### config.mk
export PLATFORM = sky130hd
export DESIGN_NAME = dot_product_bfloat16_feeder
export DESIGN_NICKNAME = d
export VERILOG_FILES = /design/src/rtl/dot_product_bfloat16_feeder.sv
export SDC_FILE = /design/constraint.sdc
export NUM_CORES = 1
export LEC_CHECK = 0
export CAP_MARGIN = 25
export CORE_ASPECT_RATIO = 1.2
export CORE_MARGIN = 5
export CORE_UTILIZATION = 58
export CTS_BUF_LIST = sky130_fd_sc_hd__clkbuf_4 sky130_fd_sc_hd__clkbuf_8
export CTS_CLUSTER_DIAMETER = 200
export DETAILED_ROUTE_END_ITERATION = 16
export PLACE_DENSITY_LB_ADDON = 0.3
export SLEW_MARGIN = 10
export SYNTH_ARGS = -nofsm -noshare
export SYNTH_HDL_FRONTEND = slang
export SYNTH_SLANG_ARGS = --single-unit
### constraint.sdc
create_clock -name i_clk -period 31.6 [get_ports i_clk]
set_clock_uncertainty 0.15 [all_clocks]
set_input_delay 3.16 -clock i_clk [delete_from_list [all_inputs] [get_ports i_clk]]
set_output_delay 3.16 -clock i_clk [all_outputs]
set_load 0.1 [all_outputs]
### src/rtl/dot_product_bfloat16_feeder.sv
// rtl/dot_product_bfloat16_feeder.sv - packs K narrow bf16 operand beats into one wide word for the MLP dot-product stack.
// Optional flush-to-zero of subnormal input lanes when DOT_FEEDER_FTZ_EN is defined.
module dot_product_bfloat16_feeder #(
  parameter int K     = 4,
  parameter int B     = 2,
  parameter int FP    = 16,
  parameter int LEN_W = 16
) (
  input  logic               i_clk,
  input  logic               i_reset,
  input  logic               i_cmd_valid,
  input  logic [LEN_W-1:0]   i_cmd_len,
  output logic               o_cmd_ready,
  input  logic               i_valid,
  input  logic [B*FP-1:0]    i_a,
  input  logic [B*FP-1:0]    i_b,
  output logic               o_ready,
  output logic [K*B*FP-1:0]  o_a,
  output logic [K*B*FP-1:0]  o_b,
  output logic               o_first,
  output logic               o_last,
  output logic               o_word_valid,
  output logic               o_err
);

  localparam int BW = B * FP;
  localparam int WW = K * BW;
  localparam int SW = $clog2(K);

  typedef enum logic {IDLE, RUN} state_t;

  state_t           state_q, state_d;
  logic             cmd_ready_q, cmd_ready_d;
  logic             ready_q, ready_d;
  logic [LEN_W-1:0] remaining_q, remaining_d;
  logic [SW-1:0]    slot_q, slot_d;
  logic             first_pend_q, first_pend_d;
  logic [WW-1:0]    buf_a_q, buf_a_d;
  logic [WW-1:0]    buf_b_q, buf_b_d;
  logic [WW-1:0]    a_q, a_d;
  logic [WW-1:0]    b_q, b_d;
  logic             first_q, first_d;
  logic             last_q, last_d;
  logic             wv_q, wv_d;
  logic             err_q, err_d;
  logic [WW-1:0]    keep;
  logic             cmd_fire, beat_fire, flush;

  // Lanes whose exponent field is zero become signed zero; pass-through otherwise.
  function automatic logic [BW-1:0] lane_filter(input logic [BW-1:0] v);
    logic [BW-1:0] r;
    r = v;
`ifdef DOT_FEEDER_FTZ_EN
    for (int l = 0; l < B; l++) begin
      if (v[l*FP+FP-2 -: 8] == 8'h00) begin
        r[l*FP +: FP] = {v[l*FP+FP-1], {(FP-1){1'b0}}};
      end
    end
`endif
    return r;
  endfunction

  assign cmd_fire  = cmd_ready_q & i_cmd_valid;
  assign beat_fire = ready_q & i_valid;
  assign flush     = beat_fire & ((slot_q == SW'(K-1)) | (remaining_q == LEN_W'(1)));

  always_comb begin
    state_d      = state_q;
    remaining_d  = remaining_q;
    slot_d       = slot_q;
    first_pend_d = first_pend_q;
    buf_a_d      = buf_a_q;
    buf_b_d      = buf_b_q;
    a_d          = '0;
    b_d          = '0;
    first_d      = 1'b0;
    last_d       = 1'b0;
    wv_d         = 1'b0;
    err_d        = 1'b0;
    keep         = '0;
    for (int j = 0; j < K; j++) begin
      if (SW'(j) <= slot_q) keep[j*BW +: BW] = '1;
    end
    case (state_q)
      IDLE: begin
        if (cmd_fire) begin
          if (i_cmd_len == '0) begin
            err_d = 1'b1;
          end else begin
            remaining_d  = i_cmd_len;
            slot_d       = '0;
            first_pend_d = 1'b1;
            state_d      = RUN;
          end
        end
      end
      RUN: begin
        if (beat_fire) begin
          for (int j = 0; j < K; j++) begin
            if (SW'(j) == slot_q) begin
              buf_a_d[j*BW +: BW] = lane_filter(i_a);
              buf_b_d[j*BW +: BW] = lane_filter(i_b);
            end
          end
          slot_d      = slot_q + SW'(1);
          remaining_d = remaining_q - LEN_W'(1);
          if (flush) begin
            // Slots past the current one belong to no beat of this vector.
            a_d          = buf_a_d & keep;
            b_d          = buf_b_d & keep;
            wv_d         = 1'b1;
            first_d      = first_pend_q;
            last_d       = (remaining_q == LEN_W'(1));
            first_pend_d = 1'b0;
            buf_a_d      = '0;
            buf_b_d      = '0;
            slot_d       = '0;
            if (remaining_q == LEN_W'(1)) state_d = IDLE;
          end
        end
      end
      default: state_d = IDLE;
    endcase
    cmd_ready_d = (state_d == IDLE);
    ready_d     = (state_d == RUN);
  end

  always_ff @(posedge i_clk or posedge i_reset) begin
    if (i_reset) begin
      state_q      <= IDLE;
      cmd_ready_q  <= 1'b0;
      ready_q      <= 1'b0;
      remaining_q  <= '0;
      slot_q       <= '0;
      first_pend_q <= 1'b0;
      buf_a_q      <= '0;
      buf_b_q      <= '0;
      a_q          <= '0;
      b_q          <= '0;
      first_q      <= 1'b0;
      last_q       <= 1'b0;
      wv_q         <= 1'b0;
      err_q        <= 1'b0;
    end else begin
      state_q      <= state_d;
      cmd_ready_q  <= cmd_ready_d;
      ready_q      <= ready_d;
      remaining_q  <= remaining_d;
      slot_q       <= slot_d;
      first_pend_q <= first_pend_d;
      buf_a_q      <= buf_a_d;
      buf_b_q      <= buf_b_d;
      a_q          <= a_d;
      b_q          <= b_d;
      first_q      <= first_d;
      last_q       <= last_d;
      wv_q         <= wv_d;
      err_q        <= err_d;
    end
  end

  assign o_cmd_ready  = cmd_ready_q;
  assign o_ready      = ready_q;
  assign o_a          = a_q;
  assign o_b          = b_q;
  assign o_first      = first_q;
  assign o_last       = last_q;
  assign o_word_valid = wv_q;
  assign o_err        = err_q;

endmodule

==> flow_metrics.py <==
metrics = {
    "status": {
        "outcome": "finished, final reports clean",
    },
    "clocking": {
        "clk_pin_slew_ns": 0.06,
        "ctsHoldBuffers": 0,
        "insertion_delay_ns": 0.60,
        "clock_sinks": 473,
        "cts_tree": "yes",
        "cts_buffers": 73,
        "postCtsSetupBuffers": 0,
        "h-tree-depth": 3,
        "clockBufferDepth": 3,
        "ctsResizeCount": 0,
        "clock-root-buffer": "clkbuf_8",
    },
    "finish": {
        "final_layout_size_suffix_gt1_share_pct": 7.45,
        "antenna_cells": 0,
        "finalInstanceArea_um2": 25600,
        "layout.nets": 2388,
        "syn2layout_area_growth_pct": 26.1,
        "final_common_cell": "dfrtp_1",
        "most-common-layout-cells": "473 x dfrtp_1, 345 x clkdlybuf4s50_1, 299 x nand2_1",
    },
    "timing": {
        "tightest_slew_ns": 1.08,
        "finalSetupViolCount": 0,
        "fin_ws_ns": 25.60,
        "rsz0062_at_grt": "false",
        "min_period_ns": 6.00,
        "final.setup.tns_ns": 0,
        "relSlewSlack_pct": 27.8,
        "fin_crit_sh_pct": 19.0,
        "clock.fmax_mhz": 167,
        "slew_violations": 0,
        "final_hold_viol_count": 0,
    },
    "floorplanning": {
        "fp.dieArea_um2": 38800,
        "design.core.area_um2": 34800,
        "num_rows": 75,
        "ioPinCount": 346,
        "fp.dieW_um": 181,
        "chipHeight_um": 215,
        "initial_core_util_pct": 58.3,
    },
    "pwr": {
        "comb_power_share_pct": 42.7,
        "switching_share_pct": 42.8,
        "total_leakage_power_nw": 11.1,
        "vdd_ir_drop_max_mv": 0.0713,
        "seqPwrFrac_pct": 35.7,
        "intPower_mw": 1.40,
        "p_clk_share_pct": 21.6,
        "p_switching_mw": 1.05,
        "power_density_nw_per_um2": 96.0,
    },
    "yosys": {
        "syn_area_per_cell_um2": 10.0,
        "synth.ff_latch_count": 473,
        "synth-main-ff-cell": "dfrtp_1",
        "ys_warn_count": 0,
        "yosysSeqAreaShare_pct": 58.3,
        "synth-async-reset-ratio_pct": 100,
        "synth_cells": 2027,
        "synth_area_um2": 20300,
        "syn-num-nets": 2117,
        "synth_cell_types": 49,
        "synth-edff-count": 0,
    },
    "grt": {
        "antenna_found_initial": 1,
        "grt_max_degree": 186,
        "grt_pass1_wl_mm": 91.7,
        "grt_pass1_vias": 17000,
        "globalRoute.totalOverflow": 0,
        "grtUsageTotal_pct": 28.7,
    },
    "worst_hold_path": {
        "hp-class": "reg -> reg",
        "min_path_cells": 2,
        "hp-start": "buf_b_q[63]",
    },
    "worst_setup_path": {
        "cpPeakStageDelay_ns": 1.27,
        "crit_path_end": "o_ready",
        "crit_path_start": "o_ready",
        "critical_path_depth": 1,
        "setup.worst_path.end_class": "output pin",
        "r2r_start": "o_ready",
        "path_buf_inv": 1,
        "crit_arrival_ns": 2.69,
        "r2r_end": "buf_a_q[38]",
        "crit_path_max_fanout": 24,
        "required_ns": 28.29,
        "path_class": "reg -> out",
        "reg2reg_slack_ns": 28.04,
        "slowest_stage": "clkdlybuf4s50_1",
        "ff2ff_path_depth": 6,
        "start_kind": "register",
        "worstPathCellList": "clkdlybuf4s50_1",
        "cp_top_family": "buffers and inverters",
    },
    "place": {
        "placed_area_um2": 23900,
        "dp_hpwl_mm": 34.0,
        "portBuffers": 345,
        "preCtsSetupSlack_ns": 25.10,
        "gp_congestion": 0.815,
    },
    "detailed_routing": {
        "drc": 0,
        "routed_wl_mm": 57.1,
        "ant_nets": 0,
        "drtIter0Drc": 1864,
        "post_drt_wl_per_cell_um": 20.3,
        "vias_per_cell": 6.01,
        "vias": 16900,
        "dr.pass1.iters": 8,
    },
    "run": {
        "maxCapViolCount": 0,
    },
}
[worst min path at each step]
stage | end | slack [ns]
after floorplan | first_pend_q | 0.29
after global placement | first_pend_q | 0.30
after detailed placement | buf_b_q[63] | 0.31
after CTS | buf_b_q[63] | 0.33
after global routing | buf_b_q[19] | 0.34
final | buf_b_q[63] | 0.32
[through the flow]
stage	hold WS (ns)	utilization, %	total power, mW	instances
finish	0.324	73.5	2.46	2811
global route	0.342	73.5	2.60	2811
CTS	0.326	73.1	2.45	2805
detailed placement	0.312	68.7	1.92	2679
global placement	0.302	68.7	1.87	2679
floorplan	0.292	-	1.65	2027
[sequential cells by signal, summed over array words and instances (netlist names), 2 cells and up]
register	cells
slot_q	2
remaining_q	16
buf_a_q	96
buf_b_q	96
o_b	128
o_a	128
[cells in the mapped netlist, drive strengths merged (2+ instances only)]
cell    instances  area (µm²)
o22ai          20         125
dfrtp         473       11800
and4b           3        30.0
nand3           7        35.0
or4             6        45.0
clkbuf        159         597
buf            20         110
a22oi          79         593
nor3           75         375
mux2i          67         671
a31oi           2        12.5
nor2          146         548
o22a            2        17.5
nor3b          23         173
nor4            8        65.1
a21o           15         113
a211oi          4        30.0
nor2b          95         594
ha              6        75.1
and3            6        37.5
o21ai          95         475
a311oi          2        17.5
a41o            2        20.0
nand4           4        25.0
a21oi         161         810
a41oi           2        17.5
inv             9        33.8
o211ai        137        1030
and2           85         532
nand2         300        1130
[final cells by class]
cell class | count | area, µm²
clock buffer | 114 | 1460
timing repair buffer | 375 | 3780
multi-input combinational | 1366 | 7810
fill | 2431 | 9240
clock inverter | 12 | 78.8
inverter | 9 | 41.3
sequential | 473 | 11800
tap | 462 | 578
[per-layer routing]
layer / routed length, µm / vias to the layer above / GRT usage, %
met5: 0 / - / 0
met4: 2060 / 0 / 10.8
met3: 5030 / 147 / 6.65
met2: 28500 / 904 / 47.9
met1: 21500 / 8262 / 36.8
li1: - / 7575 / -
[power groups by stage]
stage	combinational [mW]	sequential, mW	clock, mW
after floorplan	0.558	1.10	0
after global placement	1.00	0.872	0
after detailed placement	1.04	0.882	0
after CTS	1.04	0.875	0.538
after global routing	1.14	0.897	0.569
final	1.05	0.877	0.531
[cells by family after synthesis]
family	share of synthesized area [%]
AND/OR/NAND/NOR	17.8
AO/OA/AOI/OAI	16.5
flip-flops	58.3
buffers and inverters	3.65
multiplexers	3.30
adder cells (fa/ha/maj)	0.370
No activity file was read; power rests on OpenSTA's default activity.
